**src/rtl/mips_pkg.sv**
```systemverilog
// Shared MIPS pipeline types: control bundle, register-number width and the NOP encoding.
package mips_pkg;

  localparam int unsigned RegAddrW = 5;
  localparam logic [31:0] NopInstr = 32'h0000_0000;

  typedef logic [RegAddrW-1:0] reg_addr_t;

  // Decoded control word carried from decode into execute (8 bits, RegWrite is the MSB).
  typedef struct packed {
    logic       RegWrite;
    logic       MemtoReg;
    logic       MemWrite;
    logic       ALUSrc;
    logic       RegDst;
    logic [2:0] ALUControl;
  } ctrl_t;

endpackage

```
**src/rtl/pipe_regs_if.sv**
```systemverilog
// Bundle of hazard controls, stage inputs and stage-register outputs of the pipeline registers.
interface pipe_regs_if #(
  parameter int unsigned WIDTH = 32
) ();
  import mips_pkg::*;

  // Hazard-unit controls
  logic             StallF, StallD, FlushD, FlushE;
  // Stage inputs
  logic [WIDTH-1:0] PCNextF, InstrF, PCPlus4F;
  ctrl_t            ctrlD;
  logic [WIDTH-1:0] RD1D, RD2D, SignImmD;
  logic [WIDTH-1:0] ALUOutE, WriteDataE, ReadDataM;
  // Fetch / decode outputs
  logic [WIDTH-1:0] PCF, InstrD, PCPlus4D;
  reg_addr_t        rsD, rtD, rdD;
  // Execute outputs
  reg_addr_t        rsE, rtE, rdE, WriteRegE;
  ctrl_t            ctrlE;
  logic [WIDTH-1:0] RD1E, RD2E, SignImmE;
  logic             RegWriteE, MemtoRegE;
  // Memory outputs
  reg_addr_t        WriteRegM;
  logic             RegWriteM, MemtoRegM, MemWriteM;
  logic [WIDTH-1:0] ALUOutM, WriteDataM;
  // Writeback outputs
  reg_addr_t        WriteRegW;
  logic             RegWriteW, MemtoRegW;
  logic [WIDTH-1:0] ALUOutW, ReadDataW, ResultW;
  logic [31:0]      retired;

  modport master (
    output StallF, StallD, FlushD, FlushE, PCNextF, InstrF, PCPlus4F, ctrlD, RD1D, RD2D,
           SignImmD, ALUOutE, WriteDataE, ReadDataM,
    input  PCF, InstrD, PCPlus4D, rsD, rtD, rdD, rsE, rtE, rdE, WriteRegE, ctrlE, RD1E, RD2E,
           SignImmE, RegWriteE, MemtoRegE, WriteRegM, RegWriteM, MemtoRegM, MemWriteM, ALUOutM,
           WriteDataM, WriteRegW, RegWriteW, MemtoRegW, ALUOutW, ReadDataW, ResultW, retired
  );

  modport slave (
    input  StallF, StallD, FlushD, FlushE, PCNextF, InstrF, PCPlus4F, ctrlD, RD1D, RD2D,
           SignImmD, ALUOutE, WriteDataE, ReadDataM,
    output PCF, InstrD, PCPlus4D, rsD, rtD, rdD, rsE, rtE, rdE, WriteRegE, ctrlE, RD1E, RD2E,
           SignImmE, RegWriteE, MemtoRegE, WriteRegM, RegWriteM, MemtoRegM, MemWriteM, ALUOutM,
           WriteDataM, WriteRegW, RegWriteW, MemtoRegW, ALUOutW, ReadDataW, ResultW, retired
  );

endinterface

```
**src/rtl/pipe_regs_flopenrc.sv**
```systemverilog
// Generic stage register: synchronous reset, enable, and synchronous clear gated by enable.
module flopenrc #(
  parameter int unsigned Width = 8
) (
  input  logic             clk,
  input  logic             reset,
  input  logic             en_i,
  input  logic             clr_i,
  input  logic [Width-1:0] d_i,
  output logic [Width-1:0] q_o
);

  logic [Width-1:0] q_q;

  // Reset wins; a clear only lands when the register is enabled, so a held stage is never wiped.
  always_ff @(posedge clk) begin
    if (reset) begin
      q_q <= '0;
    end else if (en_i) begin
      q_q <= clr_i ? '0 : d_i;
    end
  end

  assign q_o = q_q;

endmodule

```
**src/rtl/pipe_regs.sv**
```systemverilog
// Five-stage MIPS pipeline registers (F, D, E, M, W) with stall/flush and a retire counter.
module pipe_regs import mips_pkg::*; #(
  parameter int unsigned WIDTH = 32
) (
  input logic        clk,
  input logic        reset,
  pipe_regs_if.slave bus
);

  localparam int unsigned DecW = 2 * WIDTH + 1;
  localparam int unsigned ExeW = $bits(ctrl_t) + 3 * RegAddrW + 3 * WIDTH + 1;
  localparam int unsigned MemW = 3 + RegAddrW + 2 * WIDTH + 1;
  localparam int unsigned WbW  = 2 + RegAddrW + 2 * WIDTH + 1;

  // Fetch
  logic [WIDTH-1:0] pc_q;
  // Decode
  logic [DecW-1:0]  dec_d, dec_q;
  logic [WIDTH-1:0] instr_dec, pc_plus4_dec;
  logic             valid_dec;
  reg_addr_t        rs_dec, rt_dec, rd_dec;
  // Execute
  logic [ExeW-1:0]  exe_d, exe_q;
  ctrl_t            ctrl_exe;
  reg_addr_t        rs_exe, rt_exe, rd_exe, write_reg_exe;
  logic [WIDTH-1:0] rd1_exe, rd2_exe, sign_imm_exe;
  logic             valid_exe;
  // Memory
  logic [MemW-1:0]  mem_d, mem_q;
  logic             reg_write_mem, memto_reg_mem, mem_write_mem, valid_mem;
  reg_addr_t        write_reg_mem;
  logic [WIDTH-1:0] alu_out_mem, write_data_mem;
  // Writeback
  logic [WbW-1:0]   wb_d, wb_q;
  logic             reg_write_wb, memto_reg_wb, valid_wb;
  reg_addr_t        write_reg_wb;
  logic [WIDTH-1:0] alu_out_wb, read_data_wb;
  // Retire counter
  logic [31:0]      retired_d, retired_q;

  // ---------------- F ----------------
  flopenrc #(.Width(WIDTH)) u_f_reg (
    .clk   (clk),
    .reset (reset),
    .en_i  (~bus.StallF),
    .clr_i (1'b0),
    .d_i   (bus.PCNextF),
    .q_o   (pc_q)
  );

  // ---------------- D ----------------
  // Holding the register (enable low) also masks FlushD, giving stall priority over flush.
  assign dec_d = {bus.InstrF, bus.PCPlus4F, 1'b1};

  flopenrc #(.Width(DecW)) u_d_reg (
    .clk   (clk),
    .reset (reset),
    .en_i  (~bus.StallD),
    .clr_i (bus.FlushD),
    .d_i   (dec_d),
    .q_o   (dec_q)
  );

  assign {instr_dec, pc_plus4_dec, valid_dec} = dec_q;
  assign rs_dec = instr_dec[25:21];
  assign rt_dec = instr_dec[20:16];
  assign rd_dec = instr_dec[15:11];

  // ---------------- E ----------------
  // FlushE turns the incoming slot into a bubble: zero control, zero fields, not valid.
  assign exe_d = {bus.ctrlD, rs_dec, rt_dec, rd_dec, bus.RD1D, bus.RD2D, bus.SignImmD, valid_dec};

  flopenrc #(.Width(ExeW)) u_e_reg (
    .clk   (clk),
    .reset (reset),
    .en_i  (1'b1),
    .clr_i (bus.FlushE),
    .d_i   (exe_d),
    .q_o   (exe_q)
  );

  assign {ctrl_exe, rs_exe, rt_exe, rd_exe, rd1_exe, rd2_exe, sign_imm_exe, valid_exe} = exe_q;
  assign write_reg_exe = ctrl_exe.RegDst ? rd_exe : rt_exe;

  // ---------------- M ----------------
  assign mem_d = {ctrl_exe.RegWrite, ctrl_exe.MemtoReg, ctrl_exe.MemWrite, write_reg_exe,
                  bus.ALUOutE, bus.WriteDataE, valid_exe};

  flopenrc #(.Width(MemW)) u_m_reg (
    .clk   (clk),
    .reset (reset),
    .en_i  (1'b1),
    .clr_i (1'b0),
    .d_i   (mem_d),
    .q_o   (mem_q)
  );

  assign {reg_write_mem, memto_reg_mem, mem_write_mem, write_reg_mem, alu_out_mem,
          write_data_mem, valid_mem} = mem_q;

  // ---------------- W ----------------
  assign wb_d = {reg_write_mem, memto_reg_mem, write_reg_mem, alu_out_mem, bus.ReadDataM,
                 valid_mem};

  flopenrc #(.Width(WbW)) u_w_reg (
    .clk   (clk),
    .reset (reset),
    .en_i  (1'b1),
    .clr_i (1'b0),
    .d_i   (wb_d),
    .q_o   (wb_q)
  );

  assign {reg_write_wb, memto_reg_wb, write_reg_wb, alu_out_wb, read_data_wb, valid_wb} = wb_q;

  // ---------------- Retire counter ----------------
  // Counts only valid slots leaving W; bubbles and flushed slots never retire. Wraps naturally.
  assign retired_d = retired_q + 32'd1;

  flopenrc #(.Width(32)) u_retired (
    .clk   (clk),
    .reset (reset),
    .en_i  (valid_wb),
    .clr_i (1'b0),
    .d_i   (retired_d),
    .q_o   (retired_q)
  );

  // ---------------- Outputs ----------------
  assign bus.PCF        = pc_q;
  assign bus.InstrD     = instr_dec;
  assign bus.PCPlus4D   = pc_plus4_dec;
  assign bus.rsD        = rs_dec;
  assign bus.rtD        = rt_dec;
  assign bus.rdD        = rd_dec;
  assign bus.ctrlE      = ctrl_exe;
  assign bus.rsE        = rs_exe;
  assign bus.rtE        = rt_exe;
  assign bus.rdE        = rd_exe;
  assign bus.WriteRegE  = write_reg_exe;
  assign bus.RD1E       = rd1_exe;
  assign bus.RD2E       = rd2_exe;
  assign bus.SignImmE   = sign_imm_exe;
  assign bus.RegWriteE  = ctrl_exe.RegWrite;
  assign bus.MemtoRegE  = ctrl_exe.MemtoReg;
  assign bus.WriteRegM  = write_reg_mem;
  assign bus.RegWriteM  = reg_write_mem;
  assign bus.MemtoRegM  = memto_reg_mem;
  assign bus.MemWriteM  = mem_write_mem;
  assign bus.ALUOutM    = alu_out_mem;
  assign bus.WriteDataM = write_data_mem;
  assign bus.WriteRegW  = write_reg_wb;
  assign bus.RegWriteW  = reg_write_wb;
  assign bus.MemtoRegW  = memto_reg_wb;
  assign bus.ALUOutW    = alu_out_wb;
  assign bus.ReadDataW  = read_data_wb;
  assign bus.ResultW    = memto_reg_wb ? read_data_wb : alu_out_wb;
  assign bus.retired    = retired_q;

endmodule

```
**src/flat_wrapper.sv**
```systemverilog
// flat-port wrapper written by rule: the top's interface ports become plain ports
module pipe_regs_flat import mips_pkg::*;
#(
  parameter int unsigned WIDTH = 32
)
  (clk, reset, bus_StallF, bus_StallD, bus_FlushD, bus_FlushE, bus_PCNextF, bus_InstrF, bus_PCPlus4F, bus_ctrlD, bus_RD1D, bus_RD2D, bus_SignImmD, bus_ALUOutE, bus_WriteDataE, bus_ReadDataM, bus_PCF, bus_InstrD, bus_PCPlus4D, bus_rsD, bus_rtD, bus_rdD, bus_rsE, bus_rtE, bus_rdE, bus_WriteRegE, bus_ctrlE, bus_RD1E, bus_RD2E, bus_SignImmE, bus_RegWriteE, bus_MemtoRegE, bus_WriteRegM, bus_RegWriteM, bus_MemtoRegM, bus_MemWriteM, bus_ALUOutM, bus_WriteDataM, bus_WriteRegW, bus_RegWriteW, bus_MemtoRegW, bus_ALUOutW, bus_ReadDataW, bus_ResultW, bus_retired);
  pipe_regs_if #(.WIDTH(WIDTH)) bus_i ();
  input logic clk;
  input logic reset;
  input wire logic [$bits(bus_i.StallF)-1:0] bus_StallF;
  input wire logic [$bits(bus_i.StallD)-1:0] bus_StallD;
  input wire logic [$bits(bus_i.FlushD)-1:0] bus_FlushD;
  input wire logic [$bits(bus_i.FlushE)-1:0] bus_FlushE;
  input wire logic [$bits(bus_i.PCNextF)-1:0] bus_PCNextF;
  input wire logic [$bits(bus_i.InstrF)-1:0] bus_InstrF;
  input wire logic [$bits(bus_i.PCPlus4F)-1:0] bus_PCPlus4F;
  input wire logic [$bits(bus_i.ctrlD)-1:0] bus_ctrlD;
  input wire logic [$bits(bus_i.RD1D)-1:0] bus_RD1D;
  input wire logic [$bits(bus_i.RD2D)-1:0] bus_RD2D;
  input wire logic [$bits(bus_i.SignImmD)-1:0] bus_SignImmD;
  input wire logic [$bits(bus_i.ALUOutE)-1:0] bus_ALUOutE;
  input wire logic [$bits(bus_i.WriteDataE)-1:0] bus_WriteDataE;
  input wire logic [$bits(bus_i.ReadDataM)-1:0] bus_ReadDataM;
  output wire logic [$bits(bus_i.PCF)-1:0] bus_PCF;
  output wire logic [$bits(bus_i.InstrD)-1:0] bus_InstrD;
  output wire logic [$bits(bus_i.PCPlus4D)-1:0] bus_PCPlus4D;
  output wire logic [$bits(bus_i.rsD)-1:0] bus_rsD;
  output wire logic [$bits(bus_i.rtD)-1:0] bus_rtD;
  output wire logic [$bits(bus_i.rdD)-1:0] bus_rdD;
  output wire logic [$bits(bus_i.rsE)-1:0] bus_rsE;
  output wire logic [$bits(bus_i.rtE)-1:0] bus_rtE;
  output wire logic [$bits(bus_i.rdE)-1:0] bus_rdE;
  output wire logic [$bits(bus_i.WriteRegE)-1:0] bus_WriteRegE;
  output wire logic [$bits(bus_i.ctrlE)-1:0] bus_ctrlE;
  output wire logic [$bits(bus_i.RD1E)-1:0] bus_RD1E;
  output wire logic [$bits(bus_i.RD2E)-1:0] bus_RD2E;
  output wire logic [$bits(bus_i.SignImmE)-1:0] bus_SignImmE;
  output wire logic [$bits(bus_i.RegWriteE)-1:0] bus_RegWriteE;
  output wire logic [$bits(bus_i.MemtoRegE)-1:0] bus_MemtoRegE;
  output wire logic [$bits(bus_i.WriteRegM)-1:0] bus_WriteRegM;
  output wire logic [$bits(bus_i.RegWriteM)-1:0] bus_RegWriteM;
  output wire logic [$bits(bus_i.MemtoRegM)-1:0] bus_MemtoRegM;
  output wire logic [$bits(bus_i.MemWriteM)-1:0] bus_MemWriteM;
  output wire logic [$bits(bus_i.ALUOutM)-1:0] bus_ALUOutM;
  output wire logic [$bits(bus_i.WriteDataM)-1:0] bus_WriteDataM;
  output wire logic [$bits(bus_i.WriteRegW)-1:0] bus_WriteRegW;
  output wire logic [$bits(bus_i.RegWriteW)-1:0] bus_RegWriteW;
  output wire logic [$bits(bus_i.MemtoRegW)-1:0] bus_MemtoRegW;
  output wire logic [$bits(bus_i.ALUOutW)-1:0] bus_ALUOutW;
  output wire logic [$bits(bus_i.ReadDataW)-1:0] bus_ReadDataW;
  output wire logic [$bits(bus_i.ResultW)-1:0] bus_ResultW;
  output wire logic [$bits(bus_i.retired)-1:0] bus_retired;
  assign bus_i.StallF = bus_StallF;
  assign bus_i.StallD = bus_StallD;
  assign bus_i.FlushD = bus_FlushD;
  assign bus_i.FlushE = bus_FlushE;
  assign bus_i.PCNextF = bus_PCNextF;
  assign bus_i.InstrF = bus_InstrF;
  assign bus_i.PCPlus4F = bus_PCPlus4F;
  assign bus_i.ctrlD = bus_ctrlD;
  assign bus_i.RD1D = bus_RD1D;
  assign bus_i.RD2D = bus_RD2D;
  assign bus_i.SignImmD = bus_SignImmD;
  assign bus_i.ALUOutE = bus_ALUOutE;
  assign bus_i.WriteDataE = bus_WriteDataE;
  assign bus_i.ReadDataM = bus_ReadDataM;
  assign bus_PCF = bus_i.PCF;
  assign bus_InstrD = bus_i.InstrD;
  assign bus_PCPlus4D = bus_i.PCPlus4D;
  assign bus_rsD = bus_i.rsD;
  assign bus_rtD = bus_i.rtD;
  assign bus_rdD = bus_i.rdD;
  assign bus_rsE = bus_i.rsE;
  assign bus_rtE = bus_i.rtE;
  assign bus_rdE = bus_i.rdE;
  assign bus_WriteRegE = bus_i.WriteRegE;
  assign bus_ctrlE = bus_i.ctrlE;
  assign bus_RD1E = bus_i.RD1E;
  assign bus_RD2E = bus_i.RD2E;
  assign bus_SignImmE = bus_i.SignImmE;
  assign bus_RegWriteE = bus_i.RegWriteE;
  assign bus_MemtoRegE = bus_i.MemtoRegE;
  assign bus_WriteRegM = bus_i.WriteRegM;
  assign bus_RegWriteM = bus_i.RegWriteM;
  assign bus_MemtoRegM = bus_i.MemtoRegM;
  assign bus_MemWriteM = bus_i.MemWriteM;
  assign bus_ALUOutM = bus_i.ALUOutM;
  assign bus_WriteDataM = bus_i.WriteDataM;
  assign bus_WriteRegW = bus_i.WriteRegW;
  assign bus_RegWriteW = bus_i.RegWriteW;
  assign bus_MemtoRegW = bus_i.MemtoRegW;
  assign bus_ALUOutW = bus_i.ALUOutW;
  assign bus_ReadDataW = bus_i.ReadDataW;
  assign bus_ResultW = bus_i.ResultW;
  assign bus_retired = bus_i.retired;
  pipe_regs #(.WIDTH(WIDTH)) u_core (.clk(clk), .reset(reset), .bus(bus_i));
endmodule
```
**config.mk**
```make
export PLATFORM = sky130hd
export DESIGN_NAME = pipe_regs_flat
export DESIGN_NICKNAME = d
export VERILOG_FILES = /design/src/rtl/mips_pkg.sv /design/src/rtl/pipe_regs_if.sv /design/src/rtl/pipe_regs_flopenrc.sv /design/src/rtl/pipe_regs.sv /design/src/flat_wrapper.sv
export SDC_FILE = /design/constraint.sdc
export NUM_CORES = 1
export LEC_CHECK = 0
export BUFFER_PORTS_ARGS = -buffer_cell sky130_fd_sc_hd__buf_2
export CAP_MARGIN = 20
export CORE_AREA = 5 5 286 288
export CTS_CLUSTER_SIZE = 30
export DETAILED_ROUTE_END_ITERATION = 7
export DIE_AREA = 0 0 291 293
export SYNTH_ARGS = -nofsm -noshare
export SYNTH_HDL_FRONTEND = slang
export SYNTH_SLANG_ARGS = --single-unit
export TNS_END_PERCENT = 10
```
**constraint.sdc**
```tcl
create_clock -name clk -period 2.6 [get_ports clk]
set_clock_uncertainty 0.05 [all_clocks]
set_input_delay 0 -clock clk [delete_from_list [all_inputs] [get_ports clk]]
set_output_delay 0 -clock clk [all_outputs]
set_load 0.01 [all_outputs]
```
; ---- Word-level counts from Yosys, hierarchy flattened
; Index checks and enable logic that the tools add are counted.
[op_classes]
add_sub_neg = 1
n_mux = 3
reduce_logical = 1
[ops]
columns = cell, n
row1 = $mux 65, 1
row2 = $add 32x1->32 const B, 1
row3 = $mux 32, 1
row4 = $mux 5, 1
row5 = $reduce_or 2->1, 1
[word_totals]
regBits = 394
input_bits = 302
output_inout_bits = 444
wordCells = 11

; ---- Longest topological paths before layout
[depth]
word_depth = 1
mapped_depth = 6
mapped_depth_nobuf = 5

; ---- Hierarchy
; Synthesis repeated with hierarchy kept, for this count alone.
[hier_totals]
hier_cells = 1902
hier_area_um2 = 17636.9
[by_module_without_submodules]
columns = module, n_inst, cells_each, area_per_inst_um2
row1 = flopenrc at u_core.u_e_reg, 1, 532, 4957.3
row2 = flopenrc at u_core.u_m_reg, 1, 323, 3001.6
row3 = flopenrc at u_core.u_w_reg, 1, 319, 2995.4
row4 = flopenrc at u_core.u_f_reg ..., 2, 141, 1363.8
row5 = flopenrc at u_core.u_d_reg, 1, 288, 2696.3
row6 = pipe_regs, 1, 158, 1258.7

; ---- Worst setup path after synthesis
; No wires, ideal clock.
[synth_path]
kind = flip-flop to flip-flop
start = reg u_core.u_retired.q_q[0], in the netlist u_core.u_retired.q_o[0]
end = reg u_core.u_retired.q_q[22], in the netlist u_core.u_retired.q_o[22]
setup_time_ns = 0.121
t_arrival_ns = 1.936
path_slack_ns = 0.493
stages_incl_launch_ff = 7
path_buffers = 1
period_less_slack_ns = 2.107
cell_sequence = dfxtp_1 -> ha_1 -> nand4_1 -> or4_1 -> buf_2 -> nor4_1 -> mux2_2
[synth_via]
elab_chain_len = 1
[synth_rtl]
columns = item, line
row1 = "start, declared", pipe_regs_flopenrc.sv:13  ; logic [Width-1:0] q_q;
row2 = "start signal, assigned", pipe_regs_flopenrc.sv:20  ; q_q <= clr_i ? '0 : d_i;
row3 = $add 32x1->32, pipe_regs.sv:118  ; assign retired_d = retired_q + 32'd1;
; Every way passes these cells.
; A chain may end at the register's enable or synchronous reset.

; ---- Worst setup path in the final report
; Ends and elaborated chain as after synthesis.

==> metrics.txt <==
fin. max-slew vios=0; Worst-Skew Late Latency=0.56 ns; Post-synth EDFFs=0; Synth Cell Area=approximately 14000 um^2; Worst-path clk slew=roughly 0.06 ns; Hold Startpoint=bus_WriteDataE[13]; min cycle time layout=2.232 ns; initial antenna violation count=5; max_slew headroom=41.63%; achievable frequency=447.9 MHz; R2R Path Start=u_core.u_retired.q_o[0]; synth top area cells=dfxtp_1 (55%), buf_4 (14%), nor2b_1 (6.5%); gate count of the mapped netlist=1365; std cell rows=103; FFs w/ async S/R, synth=0%; HP Class=input pin to flop; Tightest Pin Transition=0.8735 ns; vias per cell=3.691; crit-path max FO=7; Area Overhead vs Synth=57.26%; PortBufs=745; Synth area leader=dfxtp_1; leakage=0.01070 uW; final hold slack=0.1291 ns; post-synth top area share=55.31%; crit end category=flop; H-Tree Depth=2; Die H=293 um; hold_buf cts=366; CTS Buf Count=44; via count of the first global-routing pass=about 13000; die area=85260 um^2; 1st-iter DRT viols=411; Initial Utilization=18.14%; crit share post-route=85.86%; Ys Warns=0; CTS Root Cell=clkbuf_16; num ports=746; wire per inst=16.04 um; Max Cap Viol=0; share of post-route cells with drive strength above 1=39.29%; Routed WL=52.70 mm; core area=between 70000 and 80000 um^2; Mapped Avg Cell Area=roughly 10 um^2; critical path class=flop to flop; final setup fails=0; syn_nets=1668; crit start category=flop; GRT Util Overall=11.57%; post-layout net count=2501; CTS tree=yes; post-DP HPWL=37.10 mm; Placer Congestion=0.8687; status=completed; pwr dens=around 650 nW/um^2; final hold viol count=0; global-route wire length before repair=77.76 mm; Yosys reg bits=around 390; setup total negative slack=0 ns; via count=12120; post-cts sizing count=0; unrepaired setup endpoints after global routing=no; Peak VDD IR=385.0 uV; Distinct cells, synth=34; ys flop type=dfxtp_1; WP data arrival=~2.6 ns; total global routing overflow=0; Tot Pwr=approximately 15000 uW; Critical Path Start=u_core.u_retired.q_o[0]; largest net degree at the start of global routing=134; CP required=3.00 ns; die width=291 um; Detail Route Antenna Nets=0; sequential area share after synthesis=55.31%; DRC Markers=0; clock sinks=394; First-pass DRT Iterations=4; clk buf depth=3; Post-CTS Setup Bufs=0
==> through the flow <==
| stage | area, um^2 | util (%) | std cells | worst slack, ns |
|---|---|---|---|---|
| 6_report | 22430 | 28.53 | 3285 | 0.3675 |
| 5_1_grt | 22420 | 28.52 | 3282 | 0.2240 |
| 4_1_cts | 22420 | 28.52 | 3282 | 0.3716 |
| 3_5_place_dp | 17210 | 21.89 | 2836 | 0.3734 |
| 3_3_place_gp | 17210 | 21.89 | 2836 | 0.4038 |
| 2_1_floorplan | 14260 | - | 1365 | 0.4935 |
==> final timing paths <==
check	to	slack [ns]	cells past startpoint
worst min-delay path	u_core.u_m_reg.q_o[14]	0.13	3
worst max-delay path	u_core.u_retired.q_o[22]	0.37	5
worst min register to register	u_core.u_m_reg.q_o[0]	0.39	1
worst max register to register	u_core.u_retired.q_o[22]	0.37	5
==> layer usage <==
| layer | GRT usage, % | share of wire [%] |
|---|---|---|
| met3 | 3.129 | 7.5 |
| met5 | 0 | 0.049 |
| met2 | 19.84 | 49 |
| met4 | 4.501 | 3.6 |
| met1 | 13.88 | 39 |
==> critical path: stages, from the launching register on <==
cell	delay, ns
dfxtp_1	0.37
ha_1	0.21
nand4_1	0.15
or4_1	0.66
nor4_1	0.31
mux2_2	0.36
==> cell usage in the layout (no fill, tap or decap), types with 2 or more instances in the layout <==
cell type      synthesis  routed
clkinv_2               0       4
buf_12                 0       5
nor2_1               117     115
dlygate4sd3_1          0     366
clkbuf_8               0      10
mux2_2                42      42
xnor2_1                3       3
or3_1                  4       4
clkbuf_16              0      46
diode_2                0       3
o31ai_1                9       9
a21oi_1               17      17
buf_4                268       9
xor2_1                 8       8
nand2_1               11      11
mux2i_1               33      33
dfxtp_1              394     394
clkbuf_1              62      11
nor2_4                 0       2
nor4_1                 4       4
a22oi_1               63      63
o21ai_0                6       6
and4_1                 3       3
inv_1                  5       5
nand3_1               10      10
and2_1               120     120
nor2b_1              149     149
bufinv_16              0       5
nand4_1                8       8
or4_1                 11      11
buf_2                  2     744
nand4_2                2       2
==> report_power, final <==
group	internal (uW)	switching (uW)
Combinational	879	692
Clock	4030	2580
Sequential	6280	122
==> cell usage after synthesis, types with 4 or more instances <==
cell / count
nor2b_1: 149
buf_1: 5
and2_1: 120
a21oi_1: 17
nand3_1: 10
a22oi_1: 63
xor2_1: 8
nand2_1: 11
o31ai_1: 9
or3_1: 4
nor4_1: 4
buf_4: 268
nor2_1: 117
dfxtp_1: 394
mux2i_1: 33
inv_1: 5
mux2_2: 42
or4_1: 11
nand4_1: 8
clkbuf_1: 62
o21ai_0: 6
==> state kept, by name, summed over array words and instances, names as in the netlist <==
register / flops
u_core.u_e_reg.q_o: 120
u_core.u_m_reg.q_o: 73
u_core.u_w_reg.q_o: 72
u_core.u_d_reg.q_o: 65
u_core.u_f_reg.q_o: 32
u_core.u_retired.q_o: 32
==> cell families (layout without fill, tap and decap cells) <==
logic type               after synthesis  in the layout  share of synthesized area, %
multiplexers                          75             75                         5.633
adder cells (fa/ha/maj)                1              1                       0.08772
XOR/XNOR                              11             11                        0.6756
other                                  0              3                             0
AO/OA/AOI/OAI                         95             95                         4.597
AND/OR/NAND/NOR                      446            446                         17.55
flip-flops                           394            394                         55.31
buffers and inverters                343           1210                         16.15
==> area by class of cell <==
class	instances	area, um^2
clock buffer	67	1330
tap	1050	1314
timing repair buffer	1125	7570
sequential	394	7888
fill	8064	56190
clock inverter	13	214.0
multi-input combinational	628	4085
inverter	5	18.77
antenna	3	7.507
(Power assumes the default switching activity.)
